$ cat src/rtl/adpll_chan_seq.sv
// -----------------------------------------------------------------------------
// adpll_chan_seq
//   Channel-hop sequencer for the ADPLL controller. Takes channel/mode
//   requests over a valid/ready handshake. For each request it drives
//   adpll_mode to PD for a fixed gap so the ADPLL FSM restarts cleanly. It
//   then applies the new FCW and mode and waits for channel_lock. Lock
//   acquisition, timeout, lock loss and bad requests are reported to the host.
//   All state updates happen on the falling edge of clk, the same edge the
//   ADPLL controller uses.
//
//   Optional build macro: ADPLL_SEQ_RETRY_EN
//     When defined, the first WAIT_LOCK timeout of a request re-runs the PD
//     gap with the same channel/mode and raises no error. A second timeout
//     reports the error as usual.
// -----------------------------------------------------------------------------
module adpll_chan_seq #(
    parameter logic [25:0] FCW_BASE = 26'd1229824,  // channel 0, 12.14 fixed point
    parameter logic [25:0] FCW_STEP = 26'd1024,     // 2 MHz channel spacing
    parameter logic [5:0]  MAX_CHAN = 6'd39,
    parameter int          GAP_CYC  = 4,            // PD cycles before apply, >= 2
    parameter int          TMO_CYC  = 1024          // WAIT_LOCK timeout in cycles
) (
    input  logic        clk,
    input  logic        rst,
    input  logic        en,
    input  logic        req_valid,
    output logic        req_ready,
    input  logic [5:0]  req_chan,
    input  logic [1:0]  req_mode,
    input  logic        channel_lock,
    output logic [25:0] fcw,
    output logic [1:0]  adpll_mode,
    output logic        busy,
    output logic        locked,
    output logic        done_pulse,
    output logic        err_pulse,
    output logic [1:0]  err_code,
    output logic [5:0]  cur_chan
);

    localparam int GAP_W = $clog2(GAP_CYC);
    localparam int TMR_W = $clog2(TMO_CYC) + 1;

    localparam logic [GAP_W-1:0] GAP_LOAD = GAP_W'(GAP_CYC - 1);
    localparam logic [TMR_W-1:0] TMO_LAST = TMR_W'(TMO_CYC - 1);

    localparam logic [1:0] MODE_PD   = 2'd0;
    localparam logic [1:0] MODE_TEST = 2'd1;

    localparam logic [1:0] ERR_NONE = 2'd0;
    localparam logic [1:0] ERR_TMO  = 2'd1;
    localparam logic [1:0] ERR_BAD  = 2'd2;
    localparam logic [1:0] ERR_LOST = 2'd3;

    typedef enum logic [1:0] {
        ST_IDLE,
        ST_GAP,
        ST_WAIT_LOCK,
        ST_LOCKED
    } state_e;

    // Registered state
    state_e           state;
    logic [5:0]       chan_lat;
    logic [1:0]       mode_lat;
    logic [GAP_W-1:0] gap_cnt;
    logic [TMR_W-1:0] timer;
    logic             arm;
`ifdef ADPLL_SEQ_RETRY_EN
    logic             retried;
`endif

    // Next-state values
    state_e           state_n;
    logic [25:0]      fcw_n;
    logic [1:0]       mode_n;
    logic [5:0]       cur_chan_n;
    logic [5:0]       chan_lat_n;
    logic [1:0]       mode_lat_n;
    logic [GAP_W-1:0] gap_cnt_n;
    logic [TMR_W-1:0] timer_n;
    logic             arm_n;
    logic             done_n;
    logic             err_p_n;
    logic [1:0]       err_code_n;
`ifdef ADPLL_SEQ_RETRY_EN
    logic             retried_n;
`endif

    logic        handshake;
    logic        req_bad;
    logic [25:0] fcw_calc;

    assign req_ready = (state == ST_IDLE) || (state == ST_LOCKED);
    assign busy      = (state == ST_GAP) || (state == ST_WAIT_LOCK);
    assign locked    = (state == ST_LOCKED);
    assign handshake = req_valid && req_ready;
    assign req_bad   = (req_chan > MAX_CHAN) || (req_mode == MODE_TEST);

    // The product wraps mod 2^26; the parameter range keeps it from wrapping.
    assign fcw_calc  = FCW_BASE + (26'(chan_lat) * FCW_STEP);

    // Next-state and output decode for the sequencer FSM
    always_comb begin
        // NOTE: every signal written here gets a default first, so no path can infer a latch.
        state_n    = state;
        fcw_n      = fcw;
        mode_n     = adpll_mode;
        cur_chan_n = cur_chan;
        chan_lat_n = chan_lat;
        mode_lat_n = mode_lat;
        gap_cnt_n  = gap_cnt;
        timer_n    = timer;
        arm_n      = arm;
        done_n     = 1'b0;
        err_p_n    = 1'b0;
        err_code_n = err_code;
`ifdef ADPLL_SEQ_RETRY_EN
        retried_n  = retried;
`endif

        case (state)
            ST_IDLE, ST_LOCKED: begin
                if (handshake) begin
                    if (req_bad) begin
                        // Rejected: only the error status changes.
                        err_p_n    = 1'b1;
                        err_code_n = ERR_BAD;
                    end else if (req_mode == MODE_PD) begin
                        mode_n     = MODE_PD;
                        err_code_n = ERR_NONE;
                        state_n    = ST_IDLE;
`ifdef ADPLL_SEQ_RETRY_EN
                        retried_n  = 1'b0;
`endif
                    end else begin
                        // RX/TX: always re-sequenced, even if unchanged.
                        chan_lat_n = req_chan;
                        mode_lat_n = req_mode;
                        err_code_n = ERR_NONE;
                        mode_n     = MODE_PD;
                        gap_cnt_n  = GAP_LOAD;
                        state_n    = ST_GAP;
`ifdef ADPLL_SEQ_RETRY_EN
                        retried_n  = 1'b0;
`endif
                    end
                end else if ((state == ST_LOCKED) && !channel_lock) begin
                    // Lock lost: keep fcw/mode, re-supervise from scratch.
                    err_p_n    = 1'b1;
                    err_code_n = ERR_LOST;
                    timer_n    = '0;
                    arm_n      = 1'b0;
                    state_n    = ST_WAIT_LOCK;
                end
            end

            ST_GAP: begin
                if (gap_cnt == '0) begin
                    mode_n     = mode_lat;
                    cur_chan_n = chan_lat;
                    timer_n    = '0;
                    arm_n      = 1'b0;
                    state_n    = ST_WAIT_LOCK;
                end else begin
                    gap_cnt_n = gap_cnt - GAP_W'(1);
                    // FCW settles one cycle ahead of the mode change.
                    if (gap_cnt == GAP_W'(1)) begin
                        fcw_n = fcw_calc;
                    end
                end
            end

            ST_WAIT_LOCK: begin
                // A lock already high on entry is stale until it has been seen low.
                if (!channel_lock) begin
                    arm_n = 1'b1;
                end
                if (arm && channel_lock) begin
                    done_n  = 1'b1;
                    state_n = ST_LOCKED;
                end else if (timer == TMO_LAST) begin
`ifdef ADPLL_SEQ_RETRY_EN
                    if (!retried) begin
                        retried_n = 1'b1;
                        mode_n    = MODE_PD;
                        gap_cnt_n = GAP_LOAD;
                        state_n   = ST_GAP;
                    end else begin
                        err_p_n    = 1'b1;
                        err_code_n = ERR_TMO;
                        mode_n     = MODE_PD;
                        state_n    = ST_IDLE;
                    end
`else
                    err_p_n    = 1'b1;
                    err_code_n = ERR_TMO;
                    mode_n     = MODE_PD;
                    state_n    = ST_IDLE;
`endif
                end else begin
                    timer_n = timer + TMR_W'(1);
                end
            end

            default: begin
                state_n = ST_IDLE;
            end
        endcase
    end

    // State register: falling edge, async reset drives adpll_mode to PD at once
    always_ff @(negedge clk or posedge rst) begin
        if (rst) begin
            state      <= ST_IDLE;
            fcw        <= FCW_BASE;
            adpll_mode <= MODE_PD;
            cur_chan   <= '0;
            chan_lat   <= '0;
            mode_lat   <= MODE_PD;
            gap_cnt    <= '0;
            timer      <= '0;
            arm        <= 1'b0;
            done_pulse <= 1'b0;
            err_pulse  <= 1'b0;
            err_code   <= ERR_NONE;
`ifdef ADPLL_SEQ_RETRY_EN
            retried    <= 1'b0;
`endif
        end else if (en) begin
            // NOTE: non-blocking assignments, so every register samples the pre-edge values.
            state      <= state_n;
            fcw        <= fcw_n;
            adpll_mode <= mode_n;
            cur_chan   <= cur_chan_n;
            chan_lat   <= chan_lat_n;
            mode_lat   <= mode_lat_n;
            gap_cnt    <= gap_cnt_n;
            timer      <= timer_n;
            arm        <= arm_n;
            done_pulse <= done_n;
            err_pulse  <= err_p_n;
            err_code   <= err_code_n;
`ifdef ADPLL_SEQ_RETRY_EN
            retried    <= retried_n;
`endif
        end
    end

endmodule

$ cat config.mk
export PLATFORM = sky130hd
export DESIGN_NAME = adpll_chan_seq
export DESIGN_NICKNAME = d
export VERILOG_FILES = /design/src/rtl/adpll_chan_seq.sv
export SDC_FILE = /design/constraint.sdc
export NUM_CORES = 1
export LEC_CHECK = 0
export CORE_AREA = 2 2 131 69
export DETAILED_ROUTE_END_ITERATION = 8
export DIE_AREA = 0 0 133 71
export DONT_BUFFER_PORTS = 1
export SLEW_MARGIN = 20
export SYNTH_ARGS = -nofsm -noshare
export SYNTH_HDL_FRONTEND = slang
export SYNTH_SLANG_ARGS = --single-unit
$ cat constraint.sdc
create_clock -name clk -period 1.9 [get_ports clk]
set_clock_uncertainty 0.05 [all_clocks]
set_input_delay 0.19 -clock clk [delete_from_list [all_inputs] [get_ports clk]]
set_output_delay 0.19 -clock clk [all_outputs]
set_load 0.01 [all_outputs]
# After elaboration in Yosys (flattened, before gate mapping)
# Index checks and enable logic that the tools add are counted.
# W data, S select, Z words.
# op_classes
n_mux	43
bitwise_logic	3
n_addsub	3
magnitude_cmp	1
n_eq_ne	20
n_reduce_logical	22
# op_table
cell	n
$mux W11	5
$mux W2	19
$pmux W11 S3	1
$add A21 B16 Y22 const A	1
$reduce_and A5 Y1	4
$ne A2 B2 Y1 const B	9
$reduce_and A6 Y1	3
$mux W1	12
$pmux W2 S3	2
$add A11 B1 Y11 const B	1
$eq A11 B10 Y1 const B	1
$pmux W2 S2	2
$eq A2 B1 Y1 const B	3
$gt A6 B6 Y1 const B	1
$logic_not A2 Y1	3
$ne A3 B3 Y1 const B	2
$eq A2 B2 Y1 const B	2
$ne A2 B1 Y1 const B	2
$reduce_and A4 Y1	1
$reduce_bool A2 Y1	2
$logic_and A1 B1 Y1	3
$logic_or A1 B1 Y1	3
$ne A3 B1 Y1 const B	1
$not A1 Y1	3
6 further kinds	6
# word_totals
inputBits	13
regBits	62

# Logic depth before layout (Yosys ltp)
# Gate-level depths: netlist (run 1).
# logic_depth
depth_word	5
depth_mapped	8
mapped_depth_nobuf	6

==> results of run 1 <==
[kinds of logic (layout without fill, tap and decap cells)]
group / Yosys count / after routing / share of synthesized area
AND/OR/NAND/NOR: 65 / 65 / 0.152
AO/OA/AOI/OAI: 52 / 52 / 0.159
flip-flops: 43 / 43 / 0.443
buffers and inverters: 40 / 56 / 0.0934
multiplexers: 22 / 22 / 0.0991
adder cells (fa/ha/maj): 7 / 7 / 0.0359
XOR/XNOR: 4 / 4 / 0.0144
other: 2 / 19 / 0.00308
[worst register-to-register path, delay by kind of cell, from the launching register on]
kind                       cells  cell delay [ns]
AOI/OAI and AO/OA              1             0.30
adders and majority gates      1             0.22
buffers and inverters          1             0.13
DFF                            1             0.49
muxes                          1             0.34
and+or+nand+nor                2             0.32
[area by class of cell]
type                       count  area [um2]  share of cell area
inverter                      11        47.5              0.0155
tap                          117         146              0.0476
clock inverter                 6        37.5              0.0122
multi-input combinational    169        1370               0.444
timing repair buffer          34         275              0.0895
sequential                    43        1080               0.351
clock buffer                   5         125              0.0407
[power groups by stage]
| stage | Sequential [uW] | Combinational (uW) | Clock [uW] |
|---|---|---|---|
| after CTS | 1740 | 2040 | 921 |
| after detailed placement | 1750 | 1970 | 13.1 |
| final | 1740 | 2050 | 904 |
| after floorplan | 1640 | 1410 | 13.1 |
| after global routing | 1800 | 2260 | 971 |
| after global placement | 1750 | 1950 | 13.1 |
[final timing paths]
path	startpoint	slack (ns)	to
max	state[0]$_DFFE_NP0P_	-0.53	busy
min	mode_lat[1]$_DFFE_NP0P_	0.38	mode_lat[1]$_DFFE_NP0P_
max reg2reg	state[0]$_DFFE_NP0P_	-0.10	state[0]$_DFFE_NP0P_
min reg2reg	mode_lat[1]$_DFFE_NP0P_	0.38	mode_lat[1]$_DFFE_NP0P_
max in group asynchronous	rst	0.75	timer[8]$_DFFE_NP0P_
min in group asynchronous	rst	0.55	adpll_mode[1]$_DFFE_NP0P_
[layer usage]
layer | vias up | global-route usage | wire, um
met5 | - | 0 | 0
met4 | 0 | 0.0287 | 34
met3 | 4 | 0.0602 | 607
met2 | 60 | 0.154 | 2030
met1 | 862 | 0.211 | 3230
li1 | 889 | - | -
[metrics by stage]
stage / cells / hold slack, ns
floorplan: 252 / 0.350
global placement: 374 / 0.364
detailed placement: 374 / 0.370
CTS: 384 / 0.380
global route: 385 / 0.395
finish: 385 / 0.382
[layout by cell type (no fill, tap or decap), types with 5 or more instances in the layout]
cell type,Yosys,routed
sky130_fd_sc_hd__mux2i_1,5,5
sky130_fd_sc_hd__nand2_1,26,24
sky130_fd_sc_hd__ha_1,7,6
sky130_fd_sc_hd__conb_1,2,19
sky130_fd_sc_hd__o21ai_0,11,6
sky130_fd_sc_hd__o211ai_1,8,8
sky130_fd_sc_hd__a21oi_1,5,5
sky130_fd_sc_hd__dfrtn_1,40,40
sky130_fd_sc_hd__mux2_4,0,14
sky130_fd_sc_hd__nand3_1,11,8
sky130_fd_sc_hd__inv_1,12,11
sky130_fd_sc_hd__buf_4,19,31
sky130_fd_sc_hd__o311ai_1,4,6
sky130_fd_sc_hd__o21ai_1,1,5
sky130_fd_sc_hd__clkbuf_16,0,5
[flip-flops by register name (all words and copies together), names as in the netlist]
register / count
done_pulse: 1
arm: 1
fcw: 7
timer: 11
cur_chan: 6
chan_lat: 6
mode_lat: 2
err_code: 2
err_pulse: 1
gap_cnt: 2
state: 2
adpll_mode: 2
[timing repair]
| action | CTS | global route |
|---|---|---|
| setup endpoints to repair | 42 | 47 |
| resized for setup | 10 | 3 |
| hold buffers | 0 | 0 |
| buffers inserted | 1 | 1 |
| pin swaps | 5 | 2 |
| endpoints found under the hold margin | 0 | 0 |
==> summary.txt, run 1 <==
Mean instance size in the synthesized netlist -> 10.4 um2
TritonCTS buffer count -> 5
Async set-or-reset flop fraction in the synthesized netlist -> 1.00
Max-slew violation count -> 0
Yosys warning count -> 0
Setup slack after layout -> -0.533 ns
Cells taking the most area after synthesis -> sky130_fd_sc_hd__dfrtn_1 41%, sky130_fd_sc_hd__mux2_2 7.4%, sky130_fd_sc_hd__buf_4 5.9%
Overflow left after global routing -> 0
Synthesized area -> 2440 um2
Max-capacitance violation count -> 0
Placed Instance Area -> 2850 um2
Net Sw Frac -> 0.393
Leading register cell type out of synthesis -> sky130_fd_sc_hd__dfrtn_1
Largest net degree at the start of global routing -> 20
Failing checks -> setup timing
Synth unique cells -> 54
Floorplan core area -> 8380 um2
Final sum of negative setup slack -> -3.99 ns
Maximum root-to-sink buffer count -> 2
Internal power of the cells -> 2850 uW
Number of buffers and inverters on the critical path -> 2
Leakage power total -> 0.00136 uW
1st-pass router iterations -> 5
HPWL Detailed -> 4690 um
First-pass GRT wire length -> 9470 um
Die area -> 9440 um2
Cell Chain, Critical Path -> inv_2 -> ha_4 -> inv_4
Critical path startpoint category -> flip-flop
Kind of end point of the critical path -> primary output
Slowest cell on the critical path -> sky130_fd_sc_hd__dfrtn_1
Gate family responsible for the most delay along the worst path -> flip-flops
Depth of the worst register-to-register path -> 6
Total net switching power -> 1840 uW
Most area-hungry cell type in the Yosys netlist -> sky130_fd_sc_hd__dfrtn_1
Via density per instance -> 4.71
FP Rows -> 24
Number of diodes added for antenna fixing -> 0
Vias in the first global route -> 1,670
Pre-CTS worst setup slack -> -0.428 ns
Result of the run -> finished, violations left
VDD IR max -> 0.512 mV
Setup repair after global routing missed its margin -> yes
Wire length per cell after detailed routing -> 15.3 um
Sequential fraction of the synthesis area -> 0.443
# clock sinks -> 43
Logic depth of the worst setup path including buffers -> 3
Number of routed nets with antenna violations -> 0
Share of the synthesized area in the top cell type -> 0.411
Library cell with the highest instance count after synthesis -> sky130_fd_sc_hd__dfrtn_1
Path type of the worst min-delay path -> reg2reg
Count of buffers from port buffering -> 0
Most instantiated cells after synthesis -> 40 x sky130_fd_sc_hd__dfrtn_1, 26 x sky130_fd_sc_hd__nand2_1, 19 x sky130_fd_sc_hd__buf_4, 16 x sky130_fd_sc_hd__mux2_2, 12 x sky130_fd_sc_hd__inv_1
Clock network fraction of design power -> 0.192
DRC violations left -> 0
Initial core utilization -> 0.291
Instance count of the mapped netlist -> 235
Library cell used as clock root buffer -> sky130_fd_sc_hd__clkbuf_16
Worst setup path class -> reg2out
Final-layout fill cell count -> 804
Fraction of layout instances using a drive strength above 1 -> 0.328
Final std cell area, no fill -> 3080 um2
Total vias in the final route -> 1,815
Power share of the sequential group -> 0.370
Worst-skew pair later-pin latency -> 0.31 ns
GRT Resource Usage Total -> 0.132
Endpoint required time on the critical path -> 1.66 ns
Number of nets in the layout -> 287
Die height -> 71 um
Clock tree from TritonCTS -> built
Setup Viol. Count Final -> 37
Worst hold path depth -> 1
Crit path DAT -> 2.19 ns
Number of antenna violations at the first check in global routing -> 0
Number of H-tree branching levels -> 2
Detailed-route wire length -> 5900 um
Utilization after layout -> 0.367
Crit path max fanout -> 4
Number of synthesized flops with an enable pin -> 0
Final hold vios -> 0
Count of state elements after synthesis -> 43
Placer congestion estimate -> 0.815
Total power divided by cell area -> 1530 nW/um2
Clock-pin slew on the worst setup and hold paths -> 0.05 ns
Number of I/O pins -> 54
Violation count after the first detailed-route iteration -> 140
CP peak stage delay -> 0.49 ns
Share of total power in combinational logic -> 0.437
Floorplan die width -> 133 um
Post-synthesis to final-layout area growth -> 26.2%
Overall power of the completed layout -> 4700 uW
(Power assumes the default switching activity.)
==> run 2, diff against run 1 <==
Settings changed: SETUP_SLACK_MARGIN set to 0.5.
==> run 2 against run 1 <==
The run still ends with setup timing left; non-clock buffer count rose by 18; sequential share of layout area fell by 4.5 points; clock-buffer cell count did not move; final cell count rose by 4.7%; first-iteration DRC count rose by 9.3%; via count rose by 9.2%; combinational power rose by 43%; worst setup slack improved by 0.048 ns; global-route usage rose by 1.8 points; total power rose by 18%; sequential cell count did not move; hold slack got worse by 0.017 ns; largest cell class unchanged.
==> summary.txt, run 2 (synthesis gave the netlist of run 1 again) <==
Max-capacitance violation count -> 0 (unchanged)
DR WL met3 -> 505 um (-17%)
Via density per instance -> 4.92 (+4.3%)
Die height -> 71 um (unchanged)
Routed length on met1 -> 3640 um (+13%)
Launch point of the worst reg-to-reg path -> state[0]$_DFFE_NP0P_
Count of buffers from port buffering -> 0 (unchanged)
Hold Slack -> 0.366 ns (-0.0167 ns)
HPWL Detailed -> 4970 um (+6.1%)
Path type of the worst min-delay path -> reg2reg
Failing checks -> setup timing
TritonCTS buffer count -> 5 (unchanged)
First-pass GRT wire length -> 10,900 um (+15%)
Kind of end point of the critical path -> primary output
Floorplan core area -> 8380 um2 (unchanged)
Setup repair after global routing missed its margin -> yes
Number of I/O pins -> 54 (unchanged)
Post-synthesis to final-layout area growth -> 44.9%
Worst min-delay path startpoint -> mode_lat[1]$_DFFE_NP0P_
Number of antenna violations at the first check in global routing -> 0 (unchanged)
Origin of the worst setup path -> state[0]$_DFFE_NP0P_
Number of routed nets with antenna violations -> 0 (unchanged)
# clock sinks -> 43 (unchanged)
Endpoint required time on the critical path -> 1.66 ns (about the same)
Most common cell after layout, fill and taps aside -> sky130_fd_sc_hd__dfrtn_1
Initial core utilization -> 0.291 (unchanged)
Number of diodes added for antenna fixing -> 0 (unchanged)
Number of H-tree branching levels -> 2 (unchanged)
Placed Instance Area -> 2870 um2 (+0.66%)
Largest net degree at the start of global routing -> 16 (-20%)
Clock tree from TritonCTS -> built
Critical path startpoint category -> flip-flop
Total vias in the final route -> 1,982 (+9.2%)
DRC violations left -> 0 (unchanged)
Detailed-route wire length -> 7280 um (+23%)
Fraction of layout instances using a drive strength above 1 -> 0.500 (+0.172)
Wire length per cell after detailed routing -> 18.1 um (+18%)
Placer congestion estimate -> 0.868 (+6.5%)
Library cell used as clock root buffer -> sky130_fd_sc_hd__clkbuf_16
Vias in the first global route -> 1,872 (+12%)
Setup Viol. Count Final -> 42 (+14%)
Top Registers -> timer (11), fcw (7)
Utilization after layout -> 0.421 (+0.0542)
Violation count after the first detailed-route iteration -> 153 (+9.3%)
Crit path max fanout -> 3 (-1)
Number of nets in the layout -> 305 (+6.3%)
Most used cells in the layout excluding fill and tap cells -> 40 x sky130_fd_sc_hd__dfrtn_1, 35 x sky130_fd_sc_hd__buf_4, 19 x sky130_fd_sc_hd__conb_1
Floorplan die width -> 133 um (unchanged)
Final std cell area, no fill -> 3530 um2 (+15%)
Worst-skew pair later-pin latency -> 0.31 ns (about the same)
Worst setup path class -> reg2out
Crit path DAT -> 2.14 ns (-0.05 ns)
Final sum of negative setup slack -> -5.48 ns (-1.49 ns)
Max-slew violation count -> 0 (unchanged)
Leakage power total -> 0.00153 uW (+12%)
1st-pass router iterations -> 4 (-1)
Overflow left after global routing -> 0 (unchanged)
Pre-CTS worst setup slack -> -0.469 ns (-0.0416 ns)
Maximum root-to-sink buffer count -> 2 (unchanged)
FP Rows -> 24 (unchanged)
Setup slack after layout -> -0.485 ns (+0.0484 ns)
VDD IR max -> 0.495 mV (-3.3%)
Result of the run -> finished, violations left
Final hold vios -> 0 (unchanged)
Total power divided by cell area -> 1570 nW/um2 (+2.8%)
Top layer used by detailed routing -> met4
Die area -> 9440 um2 (unchanged)
GRT Resource Usage Total -> 0.151 (+0.0181)
Largest reg by FF count -> timer
Max FFs per register -> 11 (unchanged)
Clock-pin slew on the worst setup and hold paths -> 0.05 ns (about the same)
Total met2 wirelength after detailed routing -> 3080 um (+52%)
-- run 2: changes by cell type in the layout (fill, tap and decap cells not counted), moves of 4 or more --
cell	before	now
sky130_fd_sc_hd__buf_4	31	35
sky130_fd_sc_hd__buf_6	2	15
sky130_fd_sc_hd__nand2_1	24	18
sky130_fd_sc_hd__nand2_2	1	6
sky130_fd_sc_hd__o21ai_2	0	6
sky130_fd_sc_hd__o311ai_1	6	1
-- run 2: power breakdown --
group	switching [uW]	leakage, uW	internal (uW)
Sequential	430	0.000530	1310
Clock	384	0.0000895	493
Combinational	1470	0.000912	1450
Total	2290	0.00153	3260
-- run 2: layout make-up --
cell class | count | area, um2
Fill cell | 774 | 4850
Timing Repair Buffer | 52 | 462
Clock buffer | 5 | 125
Multi-Input combinational cell | 169 | 1640
Clock inverter | 6 | 30.0
Tap cell | 117 | 146
Inverter | 11 | 50.0
Sequential cell | 43 | 1080
-- run 2: critical path: stages, from the launching register on --
cell and delay (ns):
sky130_fd_sc_hd__dfrtn_1 0.44, sky130_fd_sc_hd__inv_2 0.07, sky130_fd_sc_hd__ha_4 0.32, sky130_fd_sc_hd__inv_4 0.06
-- run 2: path summary, 6_finish.rpt --
check,end,slack (ns),cells after the start
hold / removal,mode_lat[1]$_DFFE_NP0P_,0.37,1
setup reg to reg,state[0]$_DFFE_NP0P_,-0.20,8
max in group asynchronous,gap_cnt[0]$_DFFE_NP0P_,0.77,2
setup / recovery,busy,-0.48,3
min in group asynchronous,fcw[12]$_DFFE_NP0P_,0.50,1
hold reg to reg,mode_lat[1]$_DFFE_NP0P_,0.37,1
-- run 2: routing by layer --
metal / up-vias / GRT usage
met1: 996 / 0.236
met3: 4 / 0.0437
met4: 0 / 0.0358
met5: - / 0
met2: 61 / 0.199
li1: 921 / -
-- run 2: repair_timing --
item | 4_1_cts | 5_1_grt
setup buffers | 7 | 9
hold buffers | 0 | 0
endpoints found under the setup margin | 65 | 65
gates resized for setup | 53 | 27
cloned | 1 | 0
pin swaps | 16 | 12
-- run 2: metrics by stage --
stage                     std cells  power (uW)
after floorplan                 252        3090
after global placement          376        3800
after detailed placement        376        3850
after CTS                       394        5130
after global routing            403        5850
final                           403        5540
